[src/rtl/uart_tx_arbiter_pkg.sv]
// rtl/uart_tx_arbiter_pkg.sv - shared types and constants for the UART transmit arbiter
package uart_arb_pkg;

  typedef enum logic [2:0] {
    IDLE,
    ACCEPT,
    WRITE,
    SETTLE,
    DRAIN
  } arb_state_e;

  // Readback value of the UART shift register once the line has gone idle.
  localparam logic [10:0] UART_IDLE_PATTERN = 11'h7FF;

  // Only the low byte lane of the data register is written.
  localparam logic [3:0]  UART_DATA_WSTRB   = 4'b0001;

endpackage

[src/rtl/uart_tx_arbiter_if.sv]
// rtl/uart_tx_arbiter_if.sv - requester handshake and UART write-port bundle
interface uart_tx_arbiter_if #(
  parameter int NREQ = 2
);

  logic [NREQ-1:0]   req_valid_i;
  logic [8*NREQ-1:0] req_data_i;
  logic [NREQ-1:0]   req_last_i;
  logic [NREQ-1:0]   req_ready_o;
  logic [NREQ-1:0]   grant_o;
  logic              uart_enable_o;
  logic [3:0]        uart_wstrb_o;
  logic [31:0]       uart_addr_o;
  logic [31:0]       uart_wvalue_o;
  logic [31:0]       uart_rvalue_i;
  logic              busy_o;

  // Requesters plus the UART readback side.
  modport master (
    output req_valid_i, req_data_i, req_last_i, uart_rvalue_i,
    input  req_ready_o, grant_o, uart_enable_o, uart_wstrb_o,
           uart_addr_o, uart_wvalue_o, busy_o
  );

  // The arbiter itself.
  modport slave (
    input  req_valid_i, req_data_i, req_last_i, uart_rvalue_i,
    output req_ready_o, grant_o, uart_enable_o, uart_wstrb_o,
           uart_addr_o, uart_wvalue_o, busy_o
  );

endinterface

[src/rtl/uart_tx_arbiter_rr.sv]
// rtl/uart_tx_arbiter_rr.sv - combinational round-robin one-hot picker
module rr_arbiter #(
  parameter int NREQ  = 2,
  parameter int PTR_W = (NREQ > 1) ? $clog2(NREQ) : 1
) (
  input  logic [NREQ-1:0]  req_i,
  input  logic [PTR_W-1:0] ptr_i,
  output logic [NREQ-1:0]  grant_o
);

  logic             found;
  logic [PTR_W-1:0] idx;

  // Scan starting at the pointer, wrapping, and grant the first active request.
  always_comb begin
    grant_o = '0;
    found   = 1'b0;
    idx     = '0;
    for (int i = 0; i < NREQ; i++) begin
      idx = PTR_W'((int'(ptr_i) + i) % NREQ);
      if (!found && req_i[idx]) begin
        grant_o[idx] = 1'b1;
        found        = 1'b1;
      end
    end
  end

endmodule

[src/rtl/uart_tx_arbiter.sv]
// rtl/uart_tx_arbiter.sv - round-robin byte arbiter for one memory-mapped UART; UART_ARB_LOCK_EN enables message lock
module uart_tx_arbiter
  import uart_arb_pkg::*;
#(
  parameter int          NREQ      = 2,
  parameter logic [31:0] UART_ADDR = 32'h0,
  parameter int          HOLDOFF   = 2
) (
  input  logic             clk_i,
  input  logic             rst_i,
  uart_tx_arbiter_if.slave bus
);

  localparam int PTR_W = (NREQ > 1) ? $clog2(NREQ) : 1;
  localparam int CNT_W = (HOLDOFF > 1) ? $clog2(HOLDOFF) : 1;

  arb_state_e       state_q, state_d;
  logic [NREQ-1:0]  owner_q, owner_d;
  logic [PTR_W-1:0] ptr_q, ptr_d;
  logic             lock_q, lock_d;
  logic [7:0]       data_q, data_d;
  logic [CNT_W-1:0] cnt_q, cnt_d;

  logic [NREQ-1:0]  arb_grant;
  logic [NREQ-1:0]  sel_grant;
  logic [PTR_W-1:0] owner_idx;
  logic             sel_valid;
  logic [7:0]       sel_data;
`ifdef UART_ARB_LOCK_EN
  logic             sel_last;
`endif

  logic [NREQ-1:0]  ready;
  logic [NREQ-1:0]  grant;
  logic             enable;
  logic [3:0]       wstrb;
  logic [31:0]      wvalue;

  // Upper readback bits are not part of the shift register; req_last_i only matters with the lock.
  logic unused_inputs;
  assign unused_inputs = ^{bus.uart_rvalue_i[31:11], bus.req_last_i};

  rr_arbiter #(
    .NREQ  (NREQ),
    .PTR_W (PTR_W)
  ) u_rr (
    .req_i   (bus.req_valid_i),
    .ptr_i   (ptr_q),
    .grant_o (arb_grant)
  );

  // While locked, IDLE offers the grant only to the message owner, valid or not.
`ifdef UART_ARB_LOCK_EN
  assign sel_grant = lock_q ? owner_q : arb_grant;
`else
  assign sel_grant = arb_grant;
`endif

  // Decode the owner's index and mux its byte for capture in ACCEPT.
  always_comb begin
    owner_idx = '0;
    sel_data  = '0;
`ifdef UART_ARB_LOCK_EN
    sel_last  = 1'b0;
`endif
    for (int k = 0; k < NREQ; k++) begin
      if (owner_q[k]) begin
        owner_idx = PTR_W'(k);
        sel_data  = bus.req_data_i[8*k +: 8];
`ifdef UART_ARB_LOCK_EN
        sel_last  = bus.req_last_i[k];
`endif
      end
    end
  end

  assign sel_valid = |(owner_q & bus.req_valid_i);

  // State and datapath registers; reset parks in DRAIN so a byte already shifting finishes.
  always_ff @(posedge clk_i) begin
    if (rst_i) begin
      state_q <= DRAIN;
      owner_q <= '0;
      ptr_q   <= '0;
      lock_q  <= 1'b0;
      data_q  <= '0;
      cnt_q   <= '0;
    end else begin
      state_q <= state_d;
      owner_q <= owner_d;
      ptr_q   <= ptr_d;
      lock_q  <= lock_d;
      data_q  <= data_d;
      cnt_q   <= cnt_d;
    end
  end

  // Next-state and output decode.
  always_comb begin
    state_d = state_q;
    owner_d = owner_q;
    ptr_d   = ptr_q;
    lock_d  = lock_q;
    data_d  = data_q;
    cnt_d   = cnt_q;
    ready   = '0;
    grant   = owner_q;
    enable  = 1'b0;
    wstrb   = '0;
    wvalue  = '0;

    case (state_q)
      IDLE: begin
        grant   = sel_grant;
        owner_d = sel_grant;
        if (|(sel_grant & bus.req_valid_i)) begin
          state_d = ACCEPT;
        end
      end

      ACCEPT: begin
        ready = owner_q;
        if (sel_valid) begin
          data_d  = sel_data;
          ptr_d   = (owner_idx == PTR_W'(NREQ - 1)) ? '0 : owner_idx + PTR_W'(1);
`ifdef UART_ARB_LOCK_EN
          lock_d  = ~sel_last;
`else
          lock_d  = 1'b0;
`endif
          state_d = WRITE;
        end else begin
          state_d = IDLE;
        end
      end

      WRITE: begin
        enable  = 1'b1;
        wstrb   = UART_DATA_WSTRB;
        wvalue  = {24'h0, data_q};
        cnt_d   = '0;
        state_d = SETTLE;
      end

      SETTLE: begin
        // The UART readback is registered, so the first cycles after a write show stale data.
        if (cnt_q == CNT_W'(HOLDOFF - 1)) begin
          state_d = DRAIN;
        end else begin
          cnt_d = cnt_q + CNT_W'(1);
        end
      end

      DRAIN: begin
        if (bus.uart_rvalue_i[10:0] == UART_IDLE_PATTERN) begin
          state_d = IDLE;
        end
      end

      default: begin
        state_d = DRAIN;
      end
    endcase
  end

  assign bus.req_ready_o   = ready;
  assign bus.grant_o       = grant;
  assign bus.uart_enable_o = enable;
  assign bus.uart_wstrb_o  = wstrb;
  assign bus.uart_addr_o   = UART_ADDR;
  assign bus.uart_wvalue_o = wvalue;
  assign bus.busy_o        = (state_q != IDLE);

endmodule

[src/flat_wrapper.sv]
// flat-port wrapper written by rule: the top's interface ports become plain ports
module uart_tx_arbiter_flat import uart_arb_pkg::*;
#(
  parameter int          NREQ      = 2,
  parameter logic [31:0] UART_ADDR = 32'h0,
  parameter int          HOLDOFF   = 2
)
  (clk_i, rst_i, bus_req_valid_i, bus_req_data_i, bus_req_last_i, bus_uart_rvalue_i, bus_req_ready_o, bus_grant_o, bus_uart_enable_o, bus_uart_wstrb_o, bus_uart_addr_o, bus_uart_wvalue_o, bus_busy_o);
  uart_tx_arbiter_if #(.NREQ(NREQ)) bus_i ();
  input  logic clk_i;
  input  logic rst_i;
  input wire logic [$bits(bus_i.req_valid_i)-1:0] bus_req_valid_i;
  input wire logic [$bits(bus_i.req_data_i)-1:0] bus_req_data_i;
  input wire logic [$bits(bus_i.req_last_i)-1:0] bus_req_last_i;
  input wire logic [$bits(bus_i.uart_rvalue_i)-1:0] bus_uart_rvalue_i;
  output wire logic [$bits(bus_i.req_ready_o)-1:0] bus_req_ready_o;
  output wire logic [$bits(bus_i.grant_o)-1:0] bus_grant_o;
  output wire logic [$bits(bus_i.uart_enable_o)-1:0] bus_uart_enable_o;
  output wire logic [$bits(bus_i.uart_wstrb_o)-1:0] bus_uart_wstrb_o;
  output wire logic [$bits(bus_i.uart_addr_o)-1:0] bus_uart_addr_o;
  output wire logic [$bits(bus_i.uart_wvalue_o)-1:0] bus_uart_wvalue_o;
  output wire logic [$bits(bus_i.busy_o)-1:0] bus_busy_o;
  assign bus_i.req_valid_i = bus_req_valid_i;
  assign bus_i.req_data_i = bus_req_data_i;
  assign bus_i.req_last_i = bus_req_last_i;
  assign bus_i.uart_rvalue_i = bus_uart_rvalue_i;
  assign bus_req_ready_o = bus_i.req_ready_o;
  assign bus_grant_o = bus_i.grant_o;
  assign bus_uart_enable_o = bus_i.uart_enable_o;
  assign bus_uart_wstrb_o = bus_i.uart_wstrb_o;
  assign bus_uart_addr_o = bus_i.uart_addr_o;
  assign bus_uart_wvalue_o = bus_i.uart_wvalue_o;
  assign bus_busy_o = bus_i.busy_o;
  uart_tx_arbiter #(.NREQ(NREQ), .UART_ADDR(UART_ADDR), .HOLDOFF(HOLDOFF)) u_core (.clk_i(clk_i), .rst_i(rst_i), .bus(bus_i));
endmodule
[config.mk]
export PLATFORM = sky130hd
export DESIGN_NAME = uart_tx_arbiter_flat
export DESIGN_NICKNAME = d
export VERILOG_FILES = /design/src/rtl/uart_tx_arbiter_pkg.sv /design/src/rtl/uart_tx_arbiter_if.sv /design/src/rtl/uart_tx_arbiter_rr.sv /design/src/rtl/uart_tx_arbiter.sv /design/src/flat_wrapper.sv
export SDC_FILE = /design/constraint.sdc
export NUM_CORES = 1
export LEC_CHECK = 0
export ABC_CLOCK_PERIOD_IN_PS = 1590
export CAP_MARGIN = 5
export CORE_MARGIN = 2
export CORE_UTILIZATION = 27
export CTS_BUF_LIST = sky130_fd_sc_hd__clkbuf_16
export DETAILED_ROUTE_END_ITERATION = 8
export GPL_TIMING_DRIVEN = 0
export PLACE_DENSITY_LB_ADDON = 0.2
export SLEW_MARGIN = 10
export SYNTH_ARGS = -nofsm -noshare
export SYNTH_HDL_FRONTEND = slang
export SYNTH_SLANG_ARGS = --single-unit
export TNS_END_PERCENT = 20
[constraint.sdc]
create_clock -name clk_i -period 1.59 [get_ports clk_i]
set_input_delay 0.318 -clock clk_i [delete_from_list [all_inputs] [get_ports clk_i]]
set_output_delay 0.318 -clock clk_i [all_outputs]
set_load 0.03 [all_outputs]
==> results.txt <==
Status - finished, violations left
CTS root buf - clkbuf_16
Synth Area in Adders - 0%
GP Congestion - 0.676
CP cell instances - nor3_4, mux2_4, buf_6
Setup ws final - -0.0676 ns
Gr ovfl total - 0
Post-synthesis cell area - 1330 um2
Slowest cell on crit path - dfxtp_4
Cell class contributing the biggest share of worst-path delay - flip-flops
Post-DR wirelength/cell - 9.05 um
Main flop type after synthesis - dfxtp_1
Peak Freq - 603 MHz
Layout cell share with drive strength beyond 1 - 44.4%
Final period util - 104%
Minimum clock period - 1.66 ns
HP Start - u_core.cnt_q
Mux contribution to synthesized area - 1.13%
Pre-CTS setup slack - -0.599 ns
Type of the worst setup path - flop to output port
Total CTS buffers - 3
Worst path max stage delay - 0.37 ns
Initial core utilization - 28.0%
CTS tree - yes
Crit path DAT - 1.34 ns
Antenna-violating nets left - 0
Final setup viols - 11
Detailed Route WL - 3020 um
Simple-Gate Fraction of Synth Area - 14.3%
Max cap viols - 0
Area grow syn2layout - 68.6%
Post-synthesis sequential area ratio - 22.5%
Dpl hpwl - 2360 um
DIE HEIGHT - 74.3 um
Critical Path Start - u_core.state_q[1]
1st-iter DRT viols - 46
Hold-fix buffer count after cts - 0
Ports - 128
Crit. End Element - output port
Post-synth EDFFs - 0
Final nets - 321
Vias in the first global route - 1,051
DRC - 0
PD cells - 558 nW/um2
# fillers - 497
IO Port Bufs - 45
# rows - 25
Hold Path Class - flop to flop
GRT Total Usage - 10.4%
Post-Synth XOR/XNOR Area - 0%
Setup Skew - 0.00219 ns
Largest net degree at the start of global routing - 11
Clock sink total - 15
#FFs+latches synth - 15
Drt first pass iters - 4
Critical path buffers and inverters - 1
Area fraction in compound gates after synthesis - 22.4%
RSZ-0062 raised after global routing - yes
Die area - 5510 um2
Vias per cell - 3.54
Post-Route Utilization - 47.3%
H-tree levels - 1
Failing checks - negative setup slack
Mapped Cells - 152
Clock Pin Slew Worst Setup and Hold Paths - 0.05 ns
Max Slew Vio Count - 0
Leak - 0.00108 uW
Final hold violations - 0
Initial antenna violation count - 0
Worst skew pair latency - 0.24 ns
Largest family of logic cells by synthesized area - buffers and inverters
Maximum vdd drop - 0.000312 V
FFs w/ async S/R, synth - 0%
Worst hold margin - 0.499 ns
Global-route wire length before repair - 4600 um
Crit Path Max Fanout - 5
Core Footprint - 4750 um2
Vias - 1,179
Netlist cell types - 35
Yosys Warn Count - 0
Setup TNS Final - -0.251 ns
Die X - 74.3 um
N_diodes - 0
CP required - 1.27 ns
Longest Clk Path Bufs - 2
Startpoint class of the critical path - flop
Reg2reg start - u_core.state_q[0]
Syn_area_per_cell - 8.77 um2
cell usage in the layout (no fill, tap or decap), drive strengths merged, types with 2 or more instances in the layout:
cell	Yosys	final
buf	66	88
and2	11	11
a21boi	2	2
a21oi	13	13
nor3	4	4
inv	2	2
nand3	2	2
nand2b	2	2
conb	1	59
a22oi	8	8
clkbuf	2	5
a211oi	9	9
dfxtp	15	15
nand4	2	2
clkdlybuf4s50	0	30
what timing repair did:
action / in CTS / in global routing
setup buffers: 5 / 3
gates resized for setup: 104 / 9
hold endpoints to repair: 0 / 0
endpoints found under the setup margin: 15 / 15
pin swaps: 2 / 1
synthesized netlist by cell type, types with 2 or more instances:
cell	instances	area, um2
a211oi_2	9	113
a21oi_1	13	65.1
a22oi_1	8	60.1
and2_1	10	62.6
buf_4	61	458
buf_6	4	45.0
dfxtp_1	15	300
nand2b_1	2	12.5
nand3_1	2	10.0
nand4_1	2	12.5
nor3_1	2	10.0
per-stage QoR:
stage          total power (uW)  cells  cell area, um2
2_1_floorplan               688    210            1550
3_3_place_gp                769    322            2080
3_5_place_dp                769    322            2080
4_1_cts                    1260    331            2230
5_1_grt                    1310    333            2250
6_report                   1250    333            2250
area by class of cell:
class | count | area [um2] | share of cell area, %
well taps | 67 | 83.8 | 3.73
clock buffers | 3 | 75.1 | 3.34
inverters | 2 | 7.51 | 0.334
plain buffers | 67 | 507 | 22.6
repair buffers | 53 | 517 | 23.0
clock inverters | 1 | 5.00 | 0.223
multi-input cells | 125 | 747 | 33.2
flip-flops and latches | 15 | 305 | 13.6
report_power, final:
part / switching (uW) / internal [uW] / leakage [uW]
Combinational: 224 / 167 / 0.000920
Sequential: 0.0387 / 375 / 0.000122
Clock: 152 / 336 / 0.0000409
Total: 377 / 877 / 0.00108
kinds of logic (layout without fill, tap and decap cells):
kind of cell | count (synthesis) | after routing
flops | 15 | 15
buf+inv | 70 | 126
compound gates | 38 | 38
other cells | 1 | 59
simple gates | 27 | 27
mux | 1 | 1
path summary, 6_finish.rpt:
kind / slack, ns / end / cells past startpoint
setup reg to reg: 0.34 / u_core.data_q[3] / 5
hold / removal: 0.50 / u_core.cnt_q / 2
setup / recovery: -0.07 / bus_grant_o[0] / 3
hold reg to reg: 0.50 / u_core.cnt_q / 2
per-layer routing:
metal	share of wire [%]	routed length, um	GRT usage (%)	vias to the layer above
met3	9.2	276	2.30	4
met5	0	0	0	-
met4	1.6	48	4.17	0
met2	50	1510	18.4	55
met1	39	1180	12.3	488
li1	-	-	-	632
state kept, by name, indices dropped and copies added, names as in the netlist:
signal and count:
u_core.cnt_q 1, u_core.owner_q 2, u_core.state_q 3, u_core.data_q 8
u_core.ptr_q 1
tightest hold or removal path, stage by stage (launching register included):
cell and delay, ns:
dfxtp_1 0.32, o21ai_0 0.07, a21oi_1 0.06
Note: power is estimated with default switching activity, not from simulation.
